--- config.mk ---
export PLATFORM = sky130hd
export DESIGN_NAME = fifo_frame_packer_flat
export DESIGN_NICKNAME = d
export VERILOG_FILES = /design/src/rtl/fifo_frame_packer_pkg.sv /design/src/rtl/fifo_frame_packer_if.sv /design/src/rtl/fifo_frame_packer_frame_buf.sv /design/src/rtl/fifo_frame_packer.sv /design/src/flat_wrapper.sv
export SDC_FILE = /design/constraint.sdc
export NUM_CORES = 1
export LEC_CHECK = 0
export CORE_MARGIN = 2
export CORE_UTILIZATION = 30
export CTS_BUF_LIST = sky130_fd_sc_hd__clkbuf_8 sky130_fd_sc_hd__clkbuf_16
export DETAILED_ROUTE_END_ITERATION = 8
export PLACE_DENSITY = 0.51
export SYNTH_ARGS = -nofsm -noshare
export SYNTH_HDL_FRONTEND = slang
export SYNTH_HIERARCHICAL = 1
export SYNTH_SLANG_ARGS = --single-unit
--- constraint.sdc ---
create_clock -name wclk -period 4.83 [get_ports wclk]
set_clock_uncertainty 0.2 [all_clocks]
set_input_delay 1.2075 -clock wclk [delete_from_list [all_inputs] [get_ports wclk]]
set_output_delay 1.2075 -clock wclk [all_outputs]
set_load 0.03 [all_outputs]
--- src/rtl/fifo_frame_packer_pkg.sv ---
// Shared state type and header-word helper for the write-side frame packer.
package fifo_pkg;

    typedef enum logic [1:0] {IDLE, COLLECT, HDR, DRAIN} pack_state_t;

    // Truncation flag position for the default 8-bit word; parameterised users pass width-1.
    localparam int unsigned DEF_WIDTH     = 8;
    localparam int unsigned HDR_TRUNC_BIT = DEF_WIDTH - 1;
    localparam int unsigned HDR_MAXW      = 64;

    // Header word: len_m1 in the low lenw bits, trunc flag in the top bit, zeros elsewhere.
    function automatic logic [HDR_MAXW-1:0] make_hdr(
        input int unsigned width,
        input int unsigned lenw,
        input int unsigned len_m1,
        input logic        trunc
    );
        logic [HDR_MAXW-1:0] w;
        w = '0;
        for (int unsigned i = 0; i < lenw; i++) begin
            w[i] = len_m1[i];
        end
        w[width-1] = trunc;
        return w;
    endfunction

endpackage

--- src/rtl/fifo_frame_packer_if.sv ---
// Input word stream plus async-FIFO write port, bundled for the frame packer.
interface fifo_frame_packer_if #(
    parameter int unsigned width = 8
);
    logic [width-1:0] s_data;
    logic             s_valid;
    logic             s_last;
    logic             s_ready;
    logic [width-1:0] wdata;
    logic             winc;
    logic             wfull;

    // master is the packer; slave is the stream source / FIFO side.
    modport master (
        input  s_data, s_valid, s_last, wfull,
        output s_ready, wdata, winc
    );

    modport slave (
        output s_data, s_valid, s_last, wfull,
        input  s_ready, wdata, winc
    );
endinterface

--- src/rtl/fifo_frame_packer_frame_buf.sv ---
// Frame staging store: one synchronous write port, asynchronous read, no reset.
module frame_buf #(
    parameter int unsigned width  = 8,
    parameter int unsigned maxlen = 16,
    localparam int unsigned lenw  = $clog2(maxlen)
) (
    input  logic             wclk,
    input  logic             we,
    input  logic [lenw-1:0]  waddr,
    input  logic [width-1:0] wd,
    input  logic [lenw-1:0]  raddr,
    output logic [width-1:0] rd
);
    logic [width-1:0] mem [maxlen];

    always_ff @(posedge wclk) begin
        if (we) begin
            mem[waddr] <= wd;
        end
    end

    assign rd = mem[raddr];
endmodule

--- src/rtl/fifo_frame_packer.sv ---
// Write-side frame packer: stages one frame, then writes a length/trunc header and the payload to the async FIFO.
module fifo_frame_packer
    import fifo_pkg::*;
#(
    parameter int unsigned width  = 8,
    parameter int unsigned maxlen = 16,
    parameter int unsigned cntw   = 16
) (
    input  logic                wclk,
    input  logic                rrst_n,
    fifo_frame_packer_if.master bus,
    output logic                busy,
    output logic [cntw-1:0]     frames_sent,
    output logic [cntw-1:0]     trunc_cnt
);
    localparam int unsigned lenw = $clog2(maxlen);

    if (lenw > width - 1) begin : g_bad_lenw
        $error("fifo_frame_packer: clog2(maxlen) must not exceed width-1");
    end
    if (maxlen < 2 || (maxlen & (maxlen - 1)) != 0) begin : g_bad_maxlen
        $error("fifo_frame_packer: maxlen must be a power of 2 and at least 2");
    end
    if (width > HDR_MAXW) begin : g_bad_width
        $error("fifo_frame_packer: width exceeds header helper range");
    end

    localparam logic [lenw:0]   MAXLEN_C = (lenw+1)'(maxlen);
    localparam logic [lenw:0]   CNT_ONE  = (lenw+1)'(1);
    localparam logic [lenw-1:0] IDX_ONE  = lenw'(1);
    localparam logic [cntw-1:0] STAT_ONE = cntw'(1);

    pack_state_t      state;
    logic [lenw:0]    wr_cnt;
    logic [lenw-1:0]  rd_idx;
    logic [lenw-1:0]  last_idx;
    logic [lenw-1:0]  waddr;
    logic             trunc;
    logic             accept;
    logic             winc_i;
    logic             buf_we;
    logic [width-1:0] buf_rdata;

    assign bus.s_ready = (state == IDLE) || (state == COLLECT);
    assign accept      = bus.s_valid && bus.s_ready;
    assign winc_i      = ((state == HDR) || (state == DRAIN)) && !bus.wfull;
    assign bus.winc    = winc_i;
    assign busy        = (state != IDLE);

    // wr_cnt is at least 1 outside IDLE/COLLECT, so the truncating subtract is the last stored index.
    assign last_idx = lenw'(wr_cnt - CNT_ONE);

    // Over-length beats are still accepted (so s_last is seen) but never reach the store.
    assign buf_we = accept && ((state == IDLE) || (wr_cnt < MAXLEN_C));
    assign waddr  = (state == IDLE) ? '0 : lenw'(wr_cnt);

    frame_buf #(
        .width  (width),
        .maxlen (maxlen)
    ) u_frame_buf (
        .wclk  (wclk),
        .we    (buf_we),
        .waddr (waddr),
        .wd    (bus.s_data),
        .raddr (rd_idx),
        .rd    (buf_rdata)
    );

    always_comb begin
        bus.wdata = '0;
        case (state)
            HDR:     bus.wdata = width'(make_hdr(width, lenw, 32'(last_idx), trunc));
            DRAIN:   bus.wdata = buf_rdata;
            default: bus.wdata = '0;
        endcase
    end

    always_ff @(posedge wclk or negedge rrst_n) begin
        if (!rrst_n) begin
            state       <= IDLE;
            wr_cnt      <= '0;
            rd_idx      <= '0;
            trunc       <= 1'b0;
            frames_sent <= '0;
            trunc_cnt   <= '0;
        end else begin
            case (state)
                IDLE: begin
                    if (accept) begin
                        wr_cnt <= CNT_ONE;
                        state  <= bus.s_last ? HDR : COLLECT;
                    end
                end
                COLLECT: begin
                    if (accept) begin
                        if (wr_cnt < MAXLEN_C) begin
                            wr_cnt <= wr_cnt + CNT_ONE;
                        end else begin
                            trunc <= 1'b1;
                        end
                        if (bus.s_last) begin
                            state <= HDR;
                        end
                    end
                end
                HDR: begin
                    if (winc_i) begin
                        rd_idx <= '0;
                        state  <= DRAIN;
                    end
                end
                DRAIN: begin
                    if (winc_i) begin
                        if (rd_idx != last_idx) begin
                            rd_idx <= rd_idx + IDX_ONE;
                        end else begin
                            state       <= IDLE;
                            frames_sent <= frames_sent + STAT_ONE;
                            if (trunc) begin
                                trunc_cnt <= trunc_cnt + STAT_ONE;
                            end
                            trunc <= 1'b0;
                        end
                    end
                end
                default: state <= IDLE;
            endcase
        end
    end

    a_no_write_when_full: assert property (@(posedge wclk) disable iff (!rrst_n)
        bus.wfull |-> !winc_i);
    a_wr_cnt_range: assert property (@(posedge wclk) disable iff (!rrst_n)
        wr_cnt <= MAXLEN_C);

endmodule

--- src/flat_wrapper.sv ---
// flat-port wrapper written by rule: the top's interface ports become plain ports
module fifo_frame_packer_flat import fifo_pkg::*;
#(
    parameter int unsigned width  = 8,
    parameter int unsigned maxlen = 16,
    parameter int unsigned cntw   = 16
)
  (wclk, rrst_n, busy, frames_sent, trunc_cnt, bus_s_data, bus_s_valid, bus_s_last, bus_wfull, bus_s_ready, bus_wdata, bus_winc);
  fifo_frame_packer_if #(.width(width)) bus_i ();
  input  logic wclk;
  input  logic rrst_n;
  output logic busy;
  output logic [cntw-1:0] frames_sent;
  output logic [cntw-1:0] trunc_cnt;
  input wire logic [$bits(bus_i.s_data)-1:0] bus_s_data;
  input wire logic [$bits(bus_i.s_valid)-1:0] bus_s_valid;
  input wire logic [$bits(bus_i.s_last)-1:0] bus_s_last;
  input wire logic [$bits(bus_i.wfull)-1:0] bus_wfull;
  output wire logic [$bits(bus_i.s_ready)-1:0] bus_s_ready;
  output wire logic [$bits(bus_i.wdata)-1:0] bus_wdata;
  output wire logic [$bits(bus_i.winc)-1:0] bus_winc;
  assign bus_i.s_data = bus_s_data;
  assign bus_i.s_valid = bus_s_valid;
  assign bus_i.s_last = bus_s_last;
  assign bus_i.wfull = bus_wfull;
  assign bus_s_ready = bus_i.s_ready;
  assign bus_wdata = bus_i.wdata;
  assign bus_winc = bus_i.winc;
  fifo_frame_packer #(.width(width), .maxlen(maxlen), .cntw(cntw)) u_core (.wclk(wclk), .rrst_n(rrst_n), .bus(bus_i), .busy(busy), .frames_sent(frames_sent), .trunc_cnt(trunc_cnt));
endmodule
==> results.cfg, run 1 <==
[power]
peakVddDrop_mv = 0.2320
clkPwrFrac_pct = 28.7
internal-power_mw = 2.954
power_frac_comb_pct = 30.6
p_seq_share_pct = 40.8
power.switching_mw = 1.438
power_density_mw_per_mm2 = 491.4
total_power_mw = 4.392
power.leakage_nw = 3.173
sw_frac_of_total_pct = 32.75

[hold_path]
hold_end = u_core/frames_sent[15]
hold_depth = 1
hold_class = reg2reg
hold_start = u_core/frames_sent[15]

[worst_setup_path]
cp_max_fo = 38
critPathCaptureType = primary output
r2r_cells = 6
r2r-start = u_core/wr_cnt[0]
ff2ff_setup_slack_ns = 1.95
timing.rr.end = u_core/trunc_cnt[1]
start_kind = flop
worst_ep_required_time_ns = 3.42
cp_data_arrival_time_ns = 2.96
worst-setup-path-type = reg2out

[timing]
period_minus_slack_ns = 4.369
hold_violations = 0
layout_setup_ws_ns = 0.4614
max_freq_mhz = 228.9
drv_slew = 0
tns_ns = 0
tightestPinTransition_ns = 0.8891
setup_viol = 0
rsz0062_at_grt = no
fin_crit_sh_pct = 90.45
max_slew_margin_pct = 40.51

[final_layout]
syn2layout_area_growth_pct = 19.61
mostFrequentLayoutCells = edfxtp_1, clkdlybuf4s50_1, dfrtp_1
final_common_cell = edfxtp_1
final_layout_size_suffix_gt1_share_pct = 15.57
fill_cells = 2307
nets = 556
antennaDiodeCount = 0
fin_util_pct = 36.64

[synth]
ys_seq_elements = 172
synth_edf_count = 128
netlist_instances = 462
syn_avg_cell_area_um2 = 16.17
ys_types = 54
yosysWarnings = 6
syn_area_mm2 = 0.007472
seq_area_frac_synth_pct = 66.18
syn_nets = 484
postSynth.topFlopCell = edfxtp_1
ys_async_sr_fraction_pct = 25.58

[global_routing]
grt_max_degree = 45
track_usage_pct = 12.20
antenna_found_initial = 0
grt_first_pass_wirelength_um = 24040
grt-ovfl-total = 0
grt_pass1_vias = 4234

[placement]
place_congestion = 0.7497
place_ws_ns = 0.5170
hpwl_um = 10020
portBuffers = 55

[status]
status = completed

[clock_tree]
cts_tree = built
holdBufCountCts = 0
cts_buffer_depth = 2
clk_root_buffer_cell = clkbuf_16
ctsResizeCount = 0
cts.sinks = 172
cts_buffers = 17
postCtsSetupRepairBufs = 0
h-tree-depth = 4
path_clk_slew_ns = 0.06
clock_latency_ns = 0.42

[floorplan]
die_h_um = 161.8
die_w_um = 161.8
fp.coreArea_mm2 = 0.02439
fp.dieArea_mm2 = 0.02619
io-pin-count = 56
start_util_pct = 30.64
placementRows = 57

[routing]
via_per_inst = 4.706
ant_nets = 0
firstDrtPassIters = 4
drcViolationCount = 0
drt-initial-drc-count = 271
routed_wl_um = 15310
post_drt_wl_per_cell_um = 17.59
vias = 4094

[run]
cap_violations = 0
## worst max path at each step
stage / start / endpoint / slack, ns / cells past startpoint
floorplan: u_core/rd_idx[0] / bus_wdata[1] / 1.51 / 7
global placement: bus_wfull / bus_winc / 0.56 / 4
detailed placement: bus_wfull / bus_winc / 0.52 / 4
CTS: u_core/rd_idx[0] / bus_wdata[1] / 0.40 / 7
global route: u_core/rd_idx[3] / bus_wdata[1] / 0.25 / 6
finish: u_core/rd_idx[0] / bus_wdata[1] / 0.46 / 7
## power by group through the flow
stage	Sequential, mW	Clock [mW]	Combinational [mW]
after floorplan	1.84	0	0.932
after global placement	1.82	0	1.34
after detailed placement	1.82	0	1.36
after CTS	1.79	1.30	1.36
after global routing	1.80	1.37	1.46
final	1.79	1.26	1.34
## flip-flops by register name (all words and copies together), names as in the netlist
name	cells
u_core/trunc_cnt	16
u_core/trunc	1
u_core/u_frame_buf/mem	128
u_core/state	2
u_core/rd_idx	4
u_core/wr_cnt	5
u_core/frames_sent	16
## critical path, cell delays in order (launching register included)
cell             delay (ns)
dfrtp_2                0.38
buf_12                 0.28
mux4_1                 0.59
a22oi_1                0.26
nand2_1                0.14
nand2_1                0.09
o21ai_0                0.15
clkdlybuf4s50_1        0.63
## stage by stage
step,cell area (um^2),hold slack [ns],cells
after detailed placement,8397,0.2637,839
after global routing,8937,0.2930,870
after floorplan,7472,0.3352,462
final,8937,0.2730,870
after global placement,8397,0.2578,839
after CTS,8937,0.2726,870
## cells in the mapped netlist, types with 11 or more instances
cell type,n,area [um^2]
a22oi_1,17,127.6
dfrtp_1,44,1101
edfxtp_1,128,3844
inv_1,12,45.04
mux4_1,14,367.9
mux4_2,18,405.4
nand2_1,36,135.1
nand4_1,15,93.84
nor2_1,26,97.59
o21ai_0,11,55.05
xnor2_1,26,227.7
## metal layers
layer	routed length, um	share of wire [%]	vias up	track usage [%]
met2	7533	49	99	20.04
met1	6879	45	2063	16.04
met4	82	0.54	0	3.741
met3	811	5.3	6	2.962
met5	0	0	-	0
li1	-	-	1926	-
## layout make-up
cell class              instances  area (um^2)  share of cell area (%)
well taps                     324        405.4                   4.536
flip-flops and latches        172         4946                   55.34
repair buffers                 73        693.2                   7.756
multi-input cells             258         2307                   25.82
clock inverters                14        115.1                   1.288
clock buffers                  17        425.4                   4.760
inverters                      12        45.04                  0.5040
## kinds of logic (layout without fill, tap and decap cells)
kind of cell	after synthesis	count (layout)	share of synthesized area [%]
mux	40	40	11.49
buf+inv	32	116	2.947
simple gates	128	128	9.143
xor+xnor	38	38	4.856
compound gates	43	43	3.885
fa+ha+maj	9	9	1.507
flops	172	172	66.18
(Power assumes the default switching activity.)
==> run 2: changes to the inputs <==
--- a/config.mk
+++ b/config.mk
@@ -5,9 +5,11 @@
 export SDC_FILE = /design/constraint.sdc
 export NUM_CORES = 1
 export LEC_CHECK = 0
+export CORE_ASPECT_RATIO = 0.8
 export CORE_MARGIN = 2
 export CORE_UTILIZATION = 30
 export CTS_BUF_LIST = sky130_fd_sc_hd__clkbuf_8 sky130_fd_sc_hd__clkbuf_16
+export CTS_CLUSTER_SIZE = 16
 export DETAILED_ROUTE_END_ITERATION = 8
 export PLACE_DENSITY = 0.51
 export SYNTH_ARGS = -nofsm -noshare
==> results.cfg, run 2 (synthesis gave the netlist of run 1 again) <==
[status]
status = completed

[power]
peakVddDrop_mv = 0.2588
power_density_mw_per_mm2 = 503.5
total_power_mw = 4.506
power.leakage_nw = 3.175

[global_routing]
grt_pass1_vias = 4398
grt_first_pass_wirelength_um = 26140
grt_max_degree = 45
track_usage_pct = 13.28
antenna_found_initial = 0
grt-ovfl-total = 0

[timing]
max_slew_margin_pct = 38.79
fin_crit_sh_pct = 90.83
tightestPinTransition_ns = 0.9148
drv_slew = 0
period_minus_slack_ns = 4.387
max_freq_mhz = 227.9
layout_setup_ws_ns = 0.4430
hold_ws_ns = 0.2842
setup_viol = 0
rsz0062_at_grt = no
hold_violations = 0
tns_ns = 0

[worst_setup_path]
cp_max_fo = 21
r2r-start = u_core/state[0]
r2r_cells = 6
cp_data_arrival_time_ns = 2.98
worst_ep_required_time_ns = 3.42
critPathMostFrequentCell = nand2_1
cpLargestDelayFamily = buffers and inverters
path_buf_inv = 2
ff2ff_setup_slack_ns = 1.73
critPathCaptureType = primary output
timing.rr.end = u_core/u_frame_buf/mem[2][3]
worst_path_largest_cell_delay_ns = 0.64
crit_chain = buf_4 > mux4_1 > a22oi_1 > nand2_1 > nand2_1 > o21ai_0 > clkdlybuf4s50_1
worst-setup-path-type = reg2out
start_kind = flop
cp_num_cells = 7
slowest_stage = clkdlybuf4s50_1

[routing]
vias = 4184
firstDrtPassIters = 4
routed_wl_um = 16680
met2_length_um = 8027
drt-initial-drc-count = 327
drcViolationCount = 0
post_drt_wl_per_cell_um = 19.35
via_per_inst = 4.854
met1_length_um = 7896
routed.top_layer = met4
ant_nets = 0
wl_met3_um = 566

[clock_tree]
clock_latency_ns = 0.42
cts_buffers = 17
cts.sinks = 172
clk_root_buffer_cell = clkbuf_16
h-tree-depth = 4
ctsResizeCount = 0
cts_buffer_depth = 2
holdBufCountCts = 0
path_clk_slew_ns = 0.06
cts_tree = built
postCtsSetupRepairBufs = 0

[hold_path]
hold_depth = 1
hold_start = u_core/trunc_cnt[15]
hold_end = u_core/trunc_cnt[15]
hold_class = reg2reg

[placement]
place_congestion = 0.7784
hpwl_um = 10920
portBuffers = 55
place_ws_ns = 0.4638

[floorplan]
placementRows = 51
start_util_pct = 30.65
die_h_um = 145.2
io-pin-count = 56
fp.dieArea_mm2 = 0.02619
die_w_um = 180.5
fp.coreArea_mm2 = 0.02438

[final_layout]
syn2layout_area_growth_pct = 19.76
antennaDiodeCount = 0
nets = 556
final_layout_size_suffix_gt1_share_pct = 15.07
top_register = u_core/u_frame_buf/mem
mostFrequentLayoutCells = edfxtp_1, clkdlybuf4s50_1, dfrtp_1
fill_cells = 2345
final_common_cell = edfxtp_1
reg_top3 = u_core/u_frame_buf/mem: 128 flops, u_core/frames_sent: 16 flops, u_core/trunc_cnt: 16 flops
largest_reg_flops = 128

[run]
cap_violations = 0
-- run 2: power breakdown --
group / internal [mW] / switching, mW / total [mW]
Sequential: 1.71 / 0.0912 / 1.80
Clock: 0.802 / 0.546 / 1.35
Combinational: 0.576 / 0.782 / 1.36
-- run 2: worst max-delay path by stage --
stage / from / endpoint
2_1_floorplan: u_core/rd_idx[0] / bus_wdata[1]
3_3_place_gp: bus_wfull / bus_winc
3_5_place_dp: bus_wfull / bus_winc
4_1_cts: u_core/rd_idx[0] / bus_wdata[0]
5_1_grt: u_core/rd_idx[0] / bus_wdata[0]
6_report: u_core/rd_idx[0] / bus_wdata[0]
-- run 2: final cells by class --
cell class	count	area (um^2)	area share, %
clock buffer	17	425.4	4.754
multi-input combinational	258	2307	25.78
sequential	172	4946	55.27
timing repair buffer	73	680.7	7.606
inverter	12	45.04	0.5034
tap	318	397.9	4.446
clock inverter	12	146.4	1.636
-- run 2: through the flow --
| step | cell area, um^2 | std cells | utilization [%] |
|---|---|---|---|
| 2_1_floorplan | 7472 | 462 | - |
| 3_3_place_gp | 8377 | 833 | 34.37 |
| 3_5_place_dp | 8377 | 833 | 34.37 |
| 4_1_cts | 8949 | 862 | 36.71 |
| 5_1_grt | 8949 | 862 | 36.71 |
| 6_report | 8949 | 862 | 36.71 |
-- run 2: worst reg2reg max path, stage by stage, from the launching register on --
cell     delay [ns]
dfrtp_1        0.40
inv_1          0.12
ha_1           0.40
inv_1          0.17
a21oi_1        0.31
or3b_2         0.53
nor2_1         0.62
-- run 2: routing by layer --
layer,GRT usage (%),vias to the layer above
met5,0,-
met1,18.22,2176
met3,3.489,12
met2,20.74,73
li1,-,1923
met4,3.911,0
